**config.mk**
```make
export PLATFORM = sky130hd
export DESIGN_NAME = lcd_panel_sequencer
export DESIGN_NICKNAME = d
export VERILOG_FILES = /design/src/rtl/lcd_panel_sequencer.sv
export SDC_FILE = /design/constraint.sdc
export NUM_CORES = 1
export LEC_CHECK = 0
export BUFFER_PORTS_ARGS = -buffer_cell sky130_fd_sc_hd__buf_2
export CAP_MARGIN = 5
export CORE_MARGIN = 3
export CORE_UTILIZATION = 52
export CTS_CLUSTER_DIAMETER = 30
export DETAILED_ROUTE_END_ITERATION = 16
export PLACE_DENSITY = 0.68
export SLEW_MARGIN = 20
export SYNTH_ARGS = -nofsm -noshare
export SYNTH_HDL_FRONTEND = slang
export SYNTH_SLANG_ARGS = --single-unit
```
**constraint.sdc**
```tcl
create_clock -name PixelClk -period 3.1 [get_ports PixelClk]
set_clock_uncertainty 0.1 [all_clocks]
set_input_delay 0.155 -clock PixelClk [delete_from_list [all_inputs] [get_ports PixelClk]]
set_output_delay 0.155 -clock PixelClk [all_outputs]
set_load 0.02 [all_outputs]
```
**src/rtl/lcd_panel_sequencer.sv**
```systemverilog
// rtl/lcd_panel_sequencer.sv - RGB LCD power-up/power-down sequencer with frame-aligned video gating and VSYNC watchdog
module lcd_panel_sequencer #(
  parameter int PWR_CYCLES    = 90000,
  parameter int BLANK_FRAMES  = 2,
  parameter int OFF_FRAMES    = 2,
  parameter int FRAME_TIMEOUT = 400000,
  parameter int CNT_W         = 20
) (
  input  logic       PixelClk,
  input  logic       nRST,
  input  logic       Enable_Req,
  input  logic       LCD_VSYNC_In,
  output logic       Timing_En,
  output logic       LCD_DISP,
  output logic       Video_Mute,
  output logic       Seq_Busy,
  output logic [2:0] Seq_State,
  output logic       Fault
);

  typedef enum logic [2:0] {
    S_OFF       = 3'd0,
    S_PWR_WAIT  = 3'd1,
    S_SYNC_WAIT = 3'd2,
    S_BLANK     = 3'd3,
    S_ON        = 3'd4,
    S_DRAIN     = 3'd5,
    S_PWR_DOWN  = 3'd6
  } state_t;

  localparam logic [CNT_W-1:0] PWR_LAST   = CNT_W'(PWR_CYCLES - 1);
  localparam logic [CNT_W-1:0] WD_LAST    = CNT_W'(FRAME_TIMEOUT - 1);
  localparam logic [CNT_W-1:0] BLANK_LAST = CNT_W'(BLANK_FRAMES - 1);
  localparam logic [CNT_W-1:0] OFF_LAST   = CNT_W'(OFF_FRAMES - 1);

  state_t           state_q, state_d;
  logic [CNT_W-1:0] cnt_q, cnt_d;
  logic [CNT_W-1:0] frame_cnt_q, frame_cnt_d;
  logic [CNT_W-1:0] wd_cnt_q, wd_cnt_d;
  logic             fault_q, fault_d;
  logic             prev_vs_q, prev_vs_d;
  logic             fe_q, fe_d;
  logic             te_q, te_d, disp_q, disp_d, mute_q, mute_d, busy_q, busy_d;
  logic [2:0]       state_out_q, state_out_d;
  logic             fault_out_q, fault_out_d;
  logic             watched, wd_expired, pending_off;

  function automatic logic [CNT_W-1:0] sat_inc(input logic [CNT_W-1:0] v);
    return (&v) ? v : v + CNT_W'(1);
  endfunction

  assign watched     = (state_q == S_SYNC_WAIT) || (state_q == S_BLANK) ||
                       (state_q == S_ON) || (state_q == S_DRAIN);
  assign wd_expired  = watched && (wd_cnt_q == WD_LAST);
  // Off request in ON is only acted on at a frame edge; a request that goes away first is forgotten
  assign pending_off = ~Enable_Req;

  // Frame edge detect: VSYNC 1->0, registered so fe lags the input fall by one cycle
  always_comb begin
    prev_vs_d = LCD_VSYNC_In;
    fe_d      = prev_vs_q & ~LCD_VSYNC_In;
  end

  // Next-state, counters and fault; watchdog beats abort, abort beats frame advance
  always_comb begin
    state_d     = state_q;
    cnt_d       = cnt_q;
    frame_cnt_d = frame_cnt_q;
    fault_d     = fault_q;
    wd_cnt_d    = (!watched || fe_q) ? '0 : sat_inc(wd_cnt_q);
    if (wd_expired) begin
      fault_d  = 1'b1;
      wd_cnt_d = '0;
      cnt_d    = '0;
      if (state_q == S_SYNC_WAIT) state_d = S_OFF;
      else                        state_d = S_PWR_DOWN;
    end else begin
      case (state_q)
        S_OFF: begin
          if (!Enable_Req) fault_d = 1'b0;
          if (Enable_Req && !fault_q) begin
            state_d = S_PWR_WAIT;
            cnt_d   = '0;
          end
        end
        S_PWR_WAIT: begin
          if (!Enable_Req)            state_d = S_OFF;
          else if (cnt_q == PWR_LAST) state_d = S_SYNC_WAIT;
          else                        cnt_d   = sat_inc(cnt_q);
        end
        S_SYNC_WAIT: begin
          if (!Enable_Req) begin
            state_d = S_OFF;
          end else if (fe_q) begin
            state_d     = S_BLANK;
            frame_cnt_d = '0;
          end
        end
        S_BLANK: begin
          if (!Enable_Req) begin
            state_d     = S_DRAIN;
            frame_cnt_d = '0;
          end else if (fe_q) begin
            if (frame_cnt_q == BLANK_LAST) state_d     = S_ON;
            else                           frame_cnt_d = sat_inc(frame_cnt_q);
          end
        end
        S_ON: begin
          if (fe_q && pending_off) begin
            state_d     = S_DRAIN;
            frame_cnt_d = '0;
          end
        end
        S_DRAIN: begin
          if (fe_q) begin
            if (frame_cnt_q == OFF_LAST) begin
              state_d = S_PWR_DOWN;
              cnt_d   = '0;
            end else begin
              frame_cnt_d = sat_inc(frame_cnt_q);
            end
          end
        end
        S_PWR_DOWN: begin
          if (cnt_q == PWR_LAST) state_d = S_OFF;
          else                   cnt_d   = sat_inc(cnt_q);
        end
        default: state_d = S_OFF;
      endcase
    end
  end

  // Moore output decode; the unused code 7 looks like OFF
  always_comb begin
    te_d        = 1'b0;
    disp_d      = 1'b0;
    mute_d      = 1'b1;
    busy_d      = 1'b0;
    state_out_d = state_q;
    fault_out_d = fault_q;
    case (state_q)
      S_PWR_WAIT, S_SYNC_WAIT, S_PWR_DOWN: begin
        te_d   = 1'b1;
        busy_d = 1'b1;
      end
      S_BLANK, S_DRAIN: begin
        te_d   = 1'b1;
        disp_d = 1'b1;
        busy_d = 1'b1;
      end
      S_ON: begin
        te_d   = 1'b1;
        disp_d = 1'b1;
        mute_d = 1'b0;
      end
      default: ;
    endcase
  end

  // All state and output registers; reset drops the panel pins immediately
  always_ff @(posedge PixelClk or negedge nRST) begin
    if (!nRST) begin
      state_q     <= S_OFF;
      cnt_q       <= '0;
      frame_cnt_q <= '0;
      wd_cnt_q    <= '0;
      fault_q     <= 1'b0;
      prev_vs_q   <= 1'b1;
      fe_q        <= 1'b0;
      te_q        <= 1'b0;
      disp_q      <= 1'b0;
      mute_q      <= 1'b1;
      busy_q      <= 1'b0;
      state_out_q <= 3'd0;
      fault_out_q <= 1'b0;
    end else begin
      state_q     <= state_d;
      cnt_q       <= cnt_d;
      frame_cnt_q <= frame_cnt_d;
      wd_cnt_q    <= wd_cnt_d;
      fault_q     <= fault_d;
      prev_vs_q   <= prev_vs_d;
      fe_q        <= fe_d;
      te_q        <= te_d;
      disp_q      <= disp_d;
      mute_q      <= mute_d;
      busy_q      <= busy_d;
      state_out_q <= state_out_d;
      fault_out_q <= fault_out_d;
    end
  end

  assign Timing_En  = te_q;
  assign LCD_DISP   = disp_q;
  assign Video_Mute = mute_q;
  assign Seq_Busy   = busy_q;
  assign Seq_State  = state_out_q;
  assign Fault      = fault_out_q;

endmodule
```
==> results by group <==
Layout
  – Synth-to-layout area growth: 9.15%
  – Antenna Cells: 0
  – Final cell area excluding filler cells: approximately 0.0046 sq mm
  – Layout cells sized above 1: roughly a tenth
  – Most common cell after layout, fill and taps aside: dfrtp_1
  – Nets: 491
  – Commonest non-fill, non-tap cells in the layout: 72 x dfrtp_1, 51 x nor2_1, 34 x nand2_1
  – Fillers: 702

Clocking
  – CTS Buffer Depth: 2
  – Num Clock Sinks: 74
  – Post-CTS Setup Bufs: 0
  – Worst-path clk slew: 80 ps
  – CTS tree: yes
  – CTS H-tree lvls: 3
  – Worst skew pair latency: 340 ps
  – Inserted Clock Buffers: 9
  – Root Buffer: clkbuf_8

Worst setup path
  – RR Startpoint: wd_cnt_q[7]
  – Critical Path End Type: register
  – Worst Path Required: 3260 ps
  – Critical path's slowest cell: or4_1
  – CP delay by family, top: simple AND/OR/NAND/NOR gates
  – Critical path launch point type: register
  – Critical Path Fanout Max: 40
  – Setup slack, reg-to-reg: 350 ps
  – CP Class: register to register
  – CP bufs+invs: 0
  – CP dominant cell by count: or4_1
  – CP arrival: 2910 ps
  – CP Launch Point: wd_cnt_q[7]
  – Worst-path cell chain: or4_1 > or4_4 > nor3_4 > a21oi_4 > or4_1 > a21oi_1
  – Worst path max stage delay: 560 ps

Routing
  – Post-DRT Antenna Nets: 0
  – # DRC: 0
  – Final WL: 9.09 mm
  – Via-to-Cell Ratio: 5.96
  – Iteration-0 DRC Markers: between 100 and 150
  – Routed vias: 3497
  – First-pass DRT Iterations: 6
  – Wire length per cell: 15.5 um

Pwr
  – Proportion of power drawn by the clock network: 26.1%
  – Internal: between 1500 and 2000 uW
  – Leak: 0.00187 uW
  – Combinational Power Share: 29.9%
  – Worst IR Drop VDD: about 270 uV
  – Tot Pwr: 2560 uW
  – PwrDens: approximately 560 mW/mm^2
  – Switching part of the total: 36.5%
  – Sequential share of power: between 40% and 50%
  – Total net switching power: 936 uW

Timing
  – Fin. max-slew vios: 0
  – RSZ-0062 raised after global routing: no
  – Peak Freq: 363 MHz
  – Setup TNS: 0 ps
  – Final setup viols: 0
  – Worst Tran Pin Value: roughly 940 ps
  – Max-slew headroom: around 37%
  – Hold Fails Final Rpt: 0
  – Final Critical Period: 2750 ps
  – Period utilization: 88.8%

Global route
  – Vias in the first global route: approximately 3300
  – Initial antenna violation count: 0
  – Gr ovfl total: 0
  – GRT Total Usage: 21.5%
  – First-pass GRT wire length: 15.6 mm
  – Largest net degree at the start of global routing: 75

Logic synthesis
  – Asr flop ratio synth: 100%
  – Yosys top cell area share: between 40% and 50%
  – Post-synth EDFFs: 0
  – Sequential area share after synthesis: 44.5%
  – Cells after Synth: 467
  – FF+latch count, synth: 74
  – Ys flop type: dfrtp_1
  – Post-Syn Area: 0.00417 sq mm
  – Synth unique cells: 54
  – Yosys warning count: 0
  – Syn nets: 477
  – Synth area leaders: dfrtp_1 43%, nor2_1 4.6%, xnor2_1 4.4%, nand3_1 3.5%, nand4_1 3.2%
  – Syn Area/Cell: 8.93 sq um
  – Yosys top cell by area: dfrtp_1

Min path
  – Min-delay src: Enable_Req
  – Min-Delay Path Class: input port to register

Die
  – Initial Util: roughly 54%
  – DIE HEIGHT: 95.5 um
  – Die area: 0.00913 sq mm
  – Core Area: just under 0.008 sq mm
  – # IOs: 12
  – # rows: 32
  – Die Width: 95.5 um

Placement
  – Post-DP Area: 0.00436 sq mm
  – Detail Placement HPWL: 6.19 mm
  – I/O Buffers: 11
  – Final RePlAce weighted congestion: 0.791

Flow run
  – Max Cap Viol: 0

Run status
  – Status: complete, no violations
[cell usage after synthesis, types with 4 or more instances]
library cell and instances:
dfrtp_1 72, nor2_1 51, nand2_1 34, nand3_1 29, a21oi_1 26, o21ai_0 23, nand4_1 21, xnor2_1 21
clkbuf_1 19, or3_1 19, nor3_1 18, and3_1 12, inv_1 11, nor4_1 11, o21a_1 8, xor2_1 8
and4_1 7, ha_1 6, nor3b_1 6, a31oi_1 5, mux2i_1 5, or4_1 5, o22a_1 4
[worst paths after layout]
path                       cells after the start             end
max in group asynchronous                      2     wd_cnt_q[3]
max reg2reg                                    6       cnt_q[18]
min in group asynchronous                      2  state_out_d[1]
min                                            3     fault_out_d
max                                            6       cnt_q[18]
min reg2reg                                    0           Fault
[metrics by stage]
stage / hold slack [ps] / cells / util, % / setup slack [ps]
floorplan: -241 / 467 / - / 417
global route: 80.0 / 587 / 58.6 / 79.2
finish: 52.8 / 587 / 58.6 / 348
detailed placement: 175 / 570 / 56.1 / 317
CTS: 36.9 / 587 / 58.6 / 278
global placement: 172 / 570 / 56.0 / 312
[per-layer routing]
| metal | vias up | global-route usage [%] | wire length, um |
|---|---|---|---|
| li1 | 1736 | - | - |
| met1 | 1691 | 29.9 | 4350 |
| met2 | 57 | 33.1 | 4310 |
| met3 | 13 | 4.81 | 310 |
| met4 | 0 | 7.11 | 125 |
| met5 | - | 0 | 0 |
[repair_timing]
action | in CTS | in global routing
endpoints found under the hold margin | 74 | 0
endpoints found under the setup margin | 0 | 1
resized for setup | 0 | 1
hold buffers | 2 | 0
[kinds of logic (layout without fill, tap and decap cells)]
family | Yosys count | count (layout) | share of synthesized area (%)
and+or+nand+nor | 232 | 232 | 29.9
AOI/OAI and AO/OA | 88 | 88 | 13.4
DFF | 74 | 74 | 44.5
buffers and inverters | 33 | 51 | 3.18
xor gates and xnor gates | 29 | 29 | 6.09
adders and majority gates | 6 | 6 | 1.80
muxes | 5 | 5 | 1.20
[tightest hold or removal path: stages]
cell     delay [ps]
buf_2           160
o41ai_1          90
nand2_1          60
[registers in the layout, indices dropped and copies added (netlist names)]
| name | flops |
|---|---|
| Seq_Busy | 1 |
| state_out_d | 3 |
| Timing_En | 1 |
| cnt_q | 20 |
| prev_vs_q | 1 |
| Video_Mute | 1 |
| Fault | 1 |
| wd_cnt_q | 20 |
| fe_q | 1 |
| frame_cnt_q | 20 |
| LCD_DISP | 1 |
| Seq_State | 3 |
| fault_out_d | 1 |
[layout make-up]
type | count | area [sq um] | share of cell area (%)
multi-input combinational | 360 | 2190 | 48.1
sequential | 74 | 1850 | 40.7
timing repair buffer | 25 | 168 | 3.68
clock buffer | 12 | 155 | 3.41
tap | 102 | 128 | 2.80
inverter | 11 | 41.3 | 0.907
clock inverter | 3 | 15.0 | 0.330
[power by group through the flow]
stage	Sequential [uW]	Clock [uW]	Combinational, uW
floorplan	1160	0	517
global placement	1140	0	747
detailed placement	1140	0	761
CTS	1130	687	769
global route	1140	729	855
finish	1130	670	767
Power figures use the tool's default switching activity.
